### src/rtl/pwm_duty_keys.sv
// Push-button front end for the LED PWM: sync, debounce, press/auto-repeat per button,
// and a saturating duty_cycle register that steps up or down on button events.
module pwm_duty_keys #(
  parameter int unsigned DEBOUNCE_CYCLES = 250000,
  parameter int unsigned REPEAT_DELAY    = 12500000,
  parameter int unsigned REPEAT_PERIOD   = 2500000,
  parameter int unsigned STEP            = 8,
  parameter int unsigned RESET_DUTY      = 128
) (
  input  logic       clk,
  input  logic       rst,
  input  logic       btn_up_n,
  input  logic       btn_dn_n,
  output logic [7:0] duty_cycle,
  output logic       step_pulse,
  output logic       at_min,
  output logic       at_max
);

  localparam int unsigned DB_W    = $clog2(DEBOUNCE_CYCLES + 1);
  localparam int unsigned RPT_MAX = (REPEAT_DELAY > REPEAT_PERIOD) ? REPEAT_DELAY : REPEAT_PERIOD;
  localparam int unsigned RPT_W   = $clog2(RPT_MAX + 1);

  typedef enum logic [1:0] {
    RELEASED  = 2'd0,
    HOLD_WAIT = 2'd1,
    REPEATING = 2'd2
  } state_t;

  // Index 0 = up button, index 1 = down button.
  logic [1:0] raw_n;
  logic [1:0] ev_c;

  assign raw_n = {btn_dn_n, btn_up_n};

  for (genvar b = 0; b < 2; b++) begin : g_btn
    logic [1:0]      sync_q;
    logic            deb_q;
    logic [DB_W-1:0] db_cnt;
    state_t          state;
    logic [RPT_W-1:0] rpt_cnt;
    logic            pressed;

    always_ff @(posedge clk or posedge rst) begin
      if (rst) sync_q <= 2'b11;
      else     sync_q <= {sync_q[0], raw_n[b]};
    end

    // Level flips only after DEBOUNCE_CYCLES consecutive cycles of disagreement.
    always_ff @(posedge clk or posedge rst) begin
      if (rst) begin
        deb_q  <= 1'b1;
        db_cnt <= '0;
      end else if (sync_q[1] == deb_q) begin
        db_cnt <= '0;
      end else if (db_cnt == DB_W'(DEBOUNCE_CYCLES - 1)) begin
        deb_q  <= sync_q[1];
        db_cnt <= '0;
      end else begin
        db_cnt <= db_cnt + DB_W'(1);
      end
    end

    assign pressed = ~deb_q;
    // Event fires on the first debounced-press cycle and whenever the repeat counter expires.
    assign ev_c[b] = pressed && ((state == RELEASED) || (rpt_cnt == '0));

    always_ff @(posedge clk or posedge rst) begin
      if (rst) begin
        state   <= RELEASED;
        rpt_cnt <= '0;
      end else if (!pressed) begin
        state   <= RELEASED;
        rpt_cnt <= '0;
      end else begin
        case (state)
          RELEASED: begin
            state   <= HOLD_WAIT;
            rpt_cnt <= RPT_W'(REPEAT_DELAY - 1);
          end
          HOLD_WAIT: begin
            if (rpt_cnt == '0) begin
              state   <= REPEATING;
              rpt_cnt <= RPT_W'(REPEAT_PERIOD - 1);
            end else begin
              rpt_cnt <= rpt_cnt - RPT_W'(1);
            end
          end
          REPEATING: begin
            if (rpt_cnt == '0) rpt_cnt <= RPT_W'(REPEAT_PERIOD - 1);
            else               rpt_cnt <= rpt_cnt - RPT_W'(1);
          end
          default: begin
            state   <= RELEASED;
            rpt_cnt <= '0;
          end
        endcase
      end
    end
  end

  logic [7:0] duty_nxt;
  logic [8:0] sum;
  logic [8:0] diff;

  // Saturating step; coincident up and down events cancel.
  always_comb begin
    duty_nxt = duty_cycle;
    sum      = {1'b0, duty_cycle} + 9'(STEP);
    diff     = {1'b0, duty_cycle} - 9'(STEP);
    case (ev_c)
      2'b01:   duty_nxt = sum[8]  ? 8'hFF : sum[7:0];
      2'b10:   duty_nxt = diff[8] ? 8'h00 : diff[7:0];
      default: duty_nxt = duty_cycle;
    endcase
  end

  always_ff @(posedge clk or posedge rst) begin
    if (rst) begin
      duty_cycle <= 8'(RESET_DUTY);
      step_pulse <= 1'b0;
      at_min     <= (RESET_DUTY == 0);
      at_max     <= (RESET_DUTY == 255);
    end else begin
      duty_cycle <= duty_nxt;
      step_pulse <= (duty_nxt != duty_cycle);
      at_min     <= (duty_nxt == 8'h00);
      at_max     <= (duty_nxt == 8'hFF);
    end
  end

endmodule

### config.mk
export PLATFORM = sky130hd
export DESIGN_NAME = pwm_duty_keys
export DESIGN_NICKNAME = d
export VERILOG_FILES = /design/src/rtl/pwm_duty_keys.sv
export SDC_FILE = /design/constraint.sdc
export NUM_CORES = 1
export LEC_CHECK = 0
export CORE_MARGIN = 2
export CORE_UTILIZATION = 62
export DETAILED_ROUTE_END_ITERATION = 12
export PLACE_DENSITY = 0.8
export RECOVER_POWER = 25
export REMOVE_ABC_BUFFERS = 1
export SLEW_MARGIN = 15
export SYNTH_ARGS = -nofsm -noshare
export SYNTH_HDL_FRONTEND = slang
export SYNTH_SLANG_ARGS = --single-unit
### constraint.sdc
create_clock -name clk -period 4.2 [get_ports clk]
set_clock_uncertainty 0.05 [all_clocks]
set_input_delay 0.84 -clock clk [delete_from_list [all_inputs] [get_ports clk]]
set_output_delay 0.84 -clock clk [all_outputs]
set_load 0.02 [all_outputs]
======== Yosys cells after proc, flatten, opt, wreduce, memory -nomap -nowiden ========
Index checks and enable logic that the tools add are counted.
operators by class
  equality and inequality tests ........... 16
  mux-type cells .......................... 19
  add/subtract/negate cells ............... 6
  reduce and logical (&&, ||, !) cells .... 15
  bitwise gates (word level) .............. 4
operators by type and width
  cell                                                                   number
  24-bit 2-to-1 mux                                                      4
  24-bit case mux with 2 select lines                                    2
  18-bit 2-to-1 mux                                                      4
  24-bit zero test                                                       2
  24-bit by 1-bit subtractor with 24-bit output (second input constant)  2
  18-bit by 1-bit adder with 18-bit output (second input constant)       2
  18-bit == test (second input constant)                                 2
  8-bit 2-to-1 mux                                                       2
  8-bit case mux with 2 select lines                                     1
  2-bit case mux with 3 select lines                                     2
  8-bit by 4-bit adder with 9-bit output (second input constant)         1
  8-bit by 4-bit subtractor with 9-bit output (second input constant)    1
  8-bit == test (second input constant)                                  1
  8-bit zero test                                                        1
  2-bit 2-to-1 mux                                                       4
  8-bit != test                                                          1
  2-bit AND reduction                                                    4
  2-bit by 1-bit == test with 1-bit output (second input constant)       3
  2-bit == test (second input constant)                                  3
  3-bit != test (second input constant)                                  2
  2-bit zero test                                                        2
  2-bit != test (second input constant)                                  2
  1-bit NOT                                                              4
  2-bit OR reduction                                                     2
  other kinds (3)                                                        6
word-level totals
  word-level logic and storage cells ...... 74
  flip-flop bits (word level) ............. 105

======== Longest topological paths before layout ========
  depth in word-level cells ............... 6
  depth in mapped cells ................... 15

======== Worst setup path after synthesis ========
No wires, ideal clock.
  kind .................................... flip-flop to flip-flop
  from .................................... reg g_btn[0].rpt_cnt[4]
  to ...................................... reg step_pulse
  cell stages (with the launch flop) ...... 13
  clock period less this slack ............ 3333 ps
  buffers on the path ..................... 3
  data arrival time ....................... 3146 ps
  slack ................................... 867 ps
  setup time .............................. 138 ps
  cell sequence ........................... dfrtp_1 -> nor4_4 -> nand4_4 -> or4_4 -> buf_6 -> a21o_1 -> ha_1 -> clkbuf_1 -> clkbuf_1 -> nor2_1 -> a32o_1 -> a211oi_2 -> o211ai_1
between the ends
  cells in the longest elaborated chain, start to end .. 6
  elaborated cells between the ends (all ways) .. 7
ends and longest elaborated chain
  element                                                                           RTL line  RTL
  start, declared                                                                   41        logic [RPT_W-1:0] rpt_cnt;
  start signal, assigned                                                            79        rpt_cnt <= RPT_W'(REPEAT_DELAY - 1);
  start signal, assigned                                                            84        rpt_cnt <= RPT_W'(REPEAT_PERIOD - 1);
  start signal, assigned                                                            86        rpt_cnt <= rpt_cnt - RPT_W'(1);
  24-bit zero test (*)                                                              66        assign ev_c[b] = pressed && ((state == RELEASED) || (rpt_cnt == '0));
  1-bit logical OR (*)                                                              66
  1-bit logical AND (*)                                                             66
  2-bit == test / 2-bit by 1-bit == test with 1-bit output (equally long branches)  111       case (ev_c)
  8-bit case mux with 2 select lines (*)                                            111
  8-bit != test (*)                                                                 126       step_pulse <= (duty_nxt != duty_cycle);
  end signal, assigned                                                              126
  end, declared                                                                     15        output logic step_pulse,
Every way passes the cells marked *; elsewhere a longest branch is shown, timed or not.
A chain may end at the register's enable or synchronous reset.

======== Final worst setup path ========
  from .................................... reg g_btn[1].rpt_cnt[15]
  to ...................................... reg at_min
between the ends
  cells in the longest elaborated chain, start to end .. 6
  elaborated cells between the ends (all ways) .. 7
ends and longest elaborated chain
  element                                                                           RTL line  RTL
  start, declared                                                                   41
  start signal, assigned                                                            79
  start signal, assigned                                                            84
  start signal, assigned                                                            86
  24-bit zero test (*)                                                              66
  1-bit logical OR (*)                                                              66
  1-bit logical AND (*)                                                             66
  2-bit == test / 2-bit by 1-bit == test with 1-bit output (equally long branches)  111
  8-bit case mux with 2 select lines (*)                                            111
  8-bit zero test (*)                                                               127       at_min <= (duty_nxt == 8'h00);
  end signal, assigned                                                              122       at_min <= (RESET_DUTY == 0);
  end signal, assigned                                                              127
  end, declared                                                                     16        output logic at_min,
Marks and branches as above.

==> results by group <==
Placement
  • PortBufs: 14
  • Placed Area: 0.00585 mm^2
  • DP Worst Slack: 0.652 ns
  • Hpwl dp: 7.45 mm
  • Routability cong.: 0.904

Yosys
  • Post-synth top area share: 43.3%
  • Synth Area in Compound Gates: 9.88%
  • #FFs+latches synth: 105
  • Post-Synth XOR/XNOR Area: 10.4%
  • Top_reg_cell synth: dfrtp_1
  • Multiplexer share of the synthesized area: 1.84%
  • Cell taking the most area after synthesis: dfrtp_1
  • Synth Area in Adders: 3.98%
  • Post-synthesis cell type count: 70
  • Largest family of logic cells by synthesized area: simple AND/OR/NAND/NOR gates
  • Top post-synthesis cells by area: dfrtp_1 (43%), xnor2_1 (6.0%), nor2_1 (5.7%)
  • Avg Cell Area, Syn: 9.66 um^2
  • Share of flip-flops with an asynchronous set or reset: 100%
  • EDFF count, synth: 0
  • Sequential element share of the synthesized area: 46.6%
  • Post-Synth Simple-Gate Area: 23.9%
  • Synth Warn #: 0
  • Mapped Cells: 586
  • Synthesized cell area: 0.00566 mm^2

Critical path
  • Crit path from: g_btn[1].rpt_cnt[15]$_DFF_PP0_
  • Critical Path End: at_min$_DFF_PP0_
  • Worst Path Arrival: 3.83 ns
  • Delay-heaviest family, CP: simple AND/OR/NAND/NOR gates
  • R2r worst-path depth: 10
  • Slowest-stage cell, CP: nor4_1
  • Crit Path Class: register to register
  • CP dominant cell by count: nor4_1
  • CP required: 4.42 ns
  • Crit path max fanout: 18
  • Worst Path Buf+Inv: 1
  • Cell Chain, Critical Path: nor4_1, nand4_1, or3_1, a21o_1, inv_1, ha_1, nor4_1, or4_1, a21oi_1, and4bb_1
  • Critical path endpoint category: register
  • WP depth: 10
  • Max incr delay on CP: 0.56 ns
  • Worst reg2reg startpoint: g_btn[1].rpt_cnt[15]$_DFF_PP0_
  • FF-to-FF End: at_min$_DFF_PP0_
  • R2R Setup Slk: 0.59 ns
  • Startpoint class of the critical path: register

Routing
  • Via count: 4250
  • Routed vias/inst: 6.03
  • TritonRoute pass-1 iters: 5
  • DRC: 0
  • ANT nets after route: 0
  • Routed wire length: 10.9 mm
  • Wire length per cell: 15.4 um
  • Initial drt markers: 184

Clock tree
  • TritonCTS clock tree: done
  • Clock buffer depth: 2
  • Reg clk slew, reported paths: 0.10 ns
  • H-tree depth: 3
  • PostCTS Resize Cnt: 0
  • Worst skew pair latency: 0.37 ns
  • # hold bufs at CTS: 0
  • Sinks on the clock net: 105
  • CTS Buf Count: 9
  • Clock root buffer: clkbuf_8
  • Setup Fix Bufs, Post-CTS: 0

Floorplanning
  • Die width: 99.5 um
  • Core area: 0.00881 mm^2
  • Die area: 0.00991 mm^2
  • Row count: 34
  • I/O pin cnt: 15
  • Die H: 99.5 um
  • Initial Util: 64.3%

GRT
  • Global-route wire length before repair: 19.1 mm
  • Largest net degree at the start of global routing: 54
  • Initial antenna violation count: 0
  • Total Routing Usage GR: 23.4%
  • GRT Residual Overflow: 0
  • Vias in the first global route: 4143

Power and ir drop
  • VDD IR-drop max: 0.173 mV
  • LEAKAGE: 2.41 nW
  • Pwr dens: 279 mW/mm^2

Cells and area
  • Synthesis-to-finish area growth: 6.72%
  • Design area: 0.00604 mm^2
  • Net count, final: 614
  • Layout cell share with drive strength beyond 1: 8.04%
  • ANT cells: 0
  • Util after Layout: 68.6%

Timing
  • Final setup margin: 0.587 ns
  • Final setup TNS: 0 ns
  • Slew Viols, Final: 54
  • Achievable Freq: 277 MHz
  • Slew HR: -51.7%
  • Fin Hold WS: 0.312 ns
  • RSZ-0062 raised after global routing: no
  • Final Hold Fails: 0
  • # setup viols final: 0
  • Final worst-path cycle share: 86.0%
  • Worst-Margin Slew: 2.26 ns
  • Crit path time final: 3.61 ns

Flow run
  • Max-cap violations: 1

Outcome
  • Failing checks: max-capacitance violations, max-slew violations
  • Status: finished, violations left

Hold path
  • Hold Path Class: register to register
## registers in the layout, summed over array words and instances, names as in the netlist
register       flops
at_min             1
duty_cycle         8
g_btn.deb_q        2
step_pulse         1
g_btn.state        4
g_btn.sync_q       4
at_max             1
g_btn.rpt_cnt     48
g_btn.db_cnt      36
## per-layer routing
layer	track usage, %	wire, um
met5	0	0
met4	6.53	148
met3	5.48	491
met2	38.6	5420
met1	31.4	4810
## worst register-to-register path, cell delays in order, from the launching register on
cell	delay [ns]
dfrtp_1	0.44
nor4_1	0.52
nand4_1	0.25
or3_1	0.54
a21o_1	0.25
inv_1	0.06
ha_1	0.40
nor4_1	0.56
or4_1	0.20
a21oi_1	0.07
and4bb_1	0.19
## logic make-up after synthesis
kind of cell               count (synthesis)
and+or+nand+nor                          256
DFF                                      105
AOI/OAI and AO/OA                         85
xor gates and xnor gates                  67
buffers and inverters                     45
adders and majority gates                 18
muxes                                     10
## metrics by stage
| step | power (mW) | instances |
|---|---|---|
| floorplan | 1.07 | 565 |
| global placement | 1.08 | 689 |
| detailed placement | 1.08 | 689 |
| CTS | 1.71 | 705 |
| global route | 1.75 | 705 |
| finish | 1.69 | 705 |
## area by class of cell
class / count / area [um^2]
fill: 678 / 2770
sequential: 105 / 2640
inverter: 24 / 91.3
timing repair buffer: 16 / 155
clock buffer: 10 / 128
clock inverter: 6 / 65.1
multi-input combinational: 436 / 2830
tap: 108 / 135
## placed cells by master, fill, tap and decap left out, drive strengths merged, types with 10 or more instances in the layout
cell | Yosys | final
or3 | 11 | 11
nand3 | 25 | 25
nand2 | 45 | 45
a21oi | 12 | 12
clkbuf | 12 | 10
dfrtp | 98 | 98
xnor2 | 39 | 39
inv | 24 | 25
xor2 | 28 | 28
nand4 | 10 | 10
nor4 | 18 | 18
nor2 | 86 | 86
clkdlybuf4s50 | 0 | 11
nor3 | 19 | 19
o21ai | 30 | 30
ha | 18 | 18
## synthesized netlist by cell type, types with 2 or more instances
master / n
or2_2: 6
nand4_1: 9
and4_1: 5
o41ai_1: 3
dfrtp_1: 98
xor2_1: 28
o31ai_1: 3
nor4bb_1: 2
ha_1: 18
mux2i_1: 7
or3_1: 10
inv_1: 23
nand2b_1: 3
and3_1: 7
nor2_1: 86
nor3b_1: 2
o21ai_1: 11
a21o_1: 6
clkbuf_1: 12
o22ai_1: 2
nand3b_1: 4
xnor2_1: 39
o211ai_1: 5
nand2_1: 44
buf_6: 2
mux2_2: 3
o21a_1: 5
buf_2: 5
a31oi_1: 3
or4_4: 2
dfstp_2: 7
a21oi_1: 12
o21ai_0: 18
nor4_1: 14
nand3_1: 24
nor2b_1: 2
or4_1: 3
nor4_4: 3
nor3_1: 19
## worst min path at each step
| stage | start | to | slack, ns | cells past startpoint |
|---|---|---|---|---|
| 2_1_floorplan | g_btn[0].sync_q[0]$_DFF_PP1_ | g_btn[0].sync_q[1]$_DFF_PP1_ | 0.30 | 0 |
| 3_3_place_gp | g_btn[0].sync_q[0]$_DFF_PP1_ | g_btn[0].sync_q[1]$_DFF_PP1_ | 0.30 | 0 |
| 3_5_place_dp | g_btn[1].sync_q[0]$_DFF_PP1_ | g_btn[1].sync_q[1]$_DFF_PP1_ | 0.30 | 0 |
| 4_1_cts | g_btn[1].sync_q[0]$_DFF_PP1_ | g_btn[1].sync_q[1]$_DFF_PP1_ | 0.31 | 0 |
| 5_1_grt | g_btn[1].sync_q[0]$_DFF_PP1_ | g_btn[1].sync_q[1]$_DFF_PP1_ | 0.31 | 0 |
| 6_report | g_btn[0].sync_q[0]$_DFF_PP1_ | g_btn[0].sync_q[1]$_DFF_PP1_ | 0.31 | 0 |
## power by group
| group | switching (mW) | internal [mW] |
|---|---|---|
| registers | 0.00593 | 1.02 |
| logic | 0.0291 | 0.00905 |
| clock network | 0.347 | 0.278 |
| total | 0.382 | 1.31 |
No activity file was read; power rests on OpenSTA's default activity.
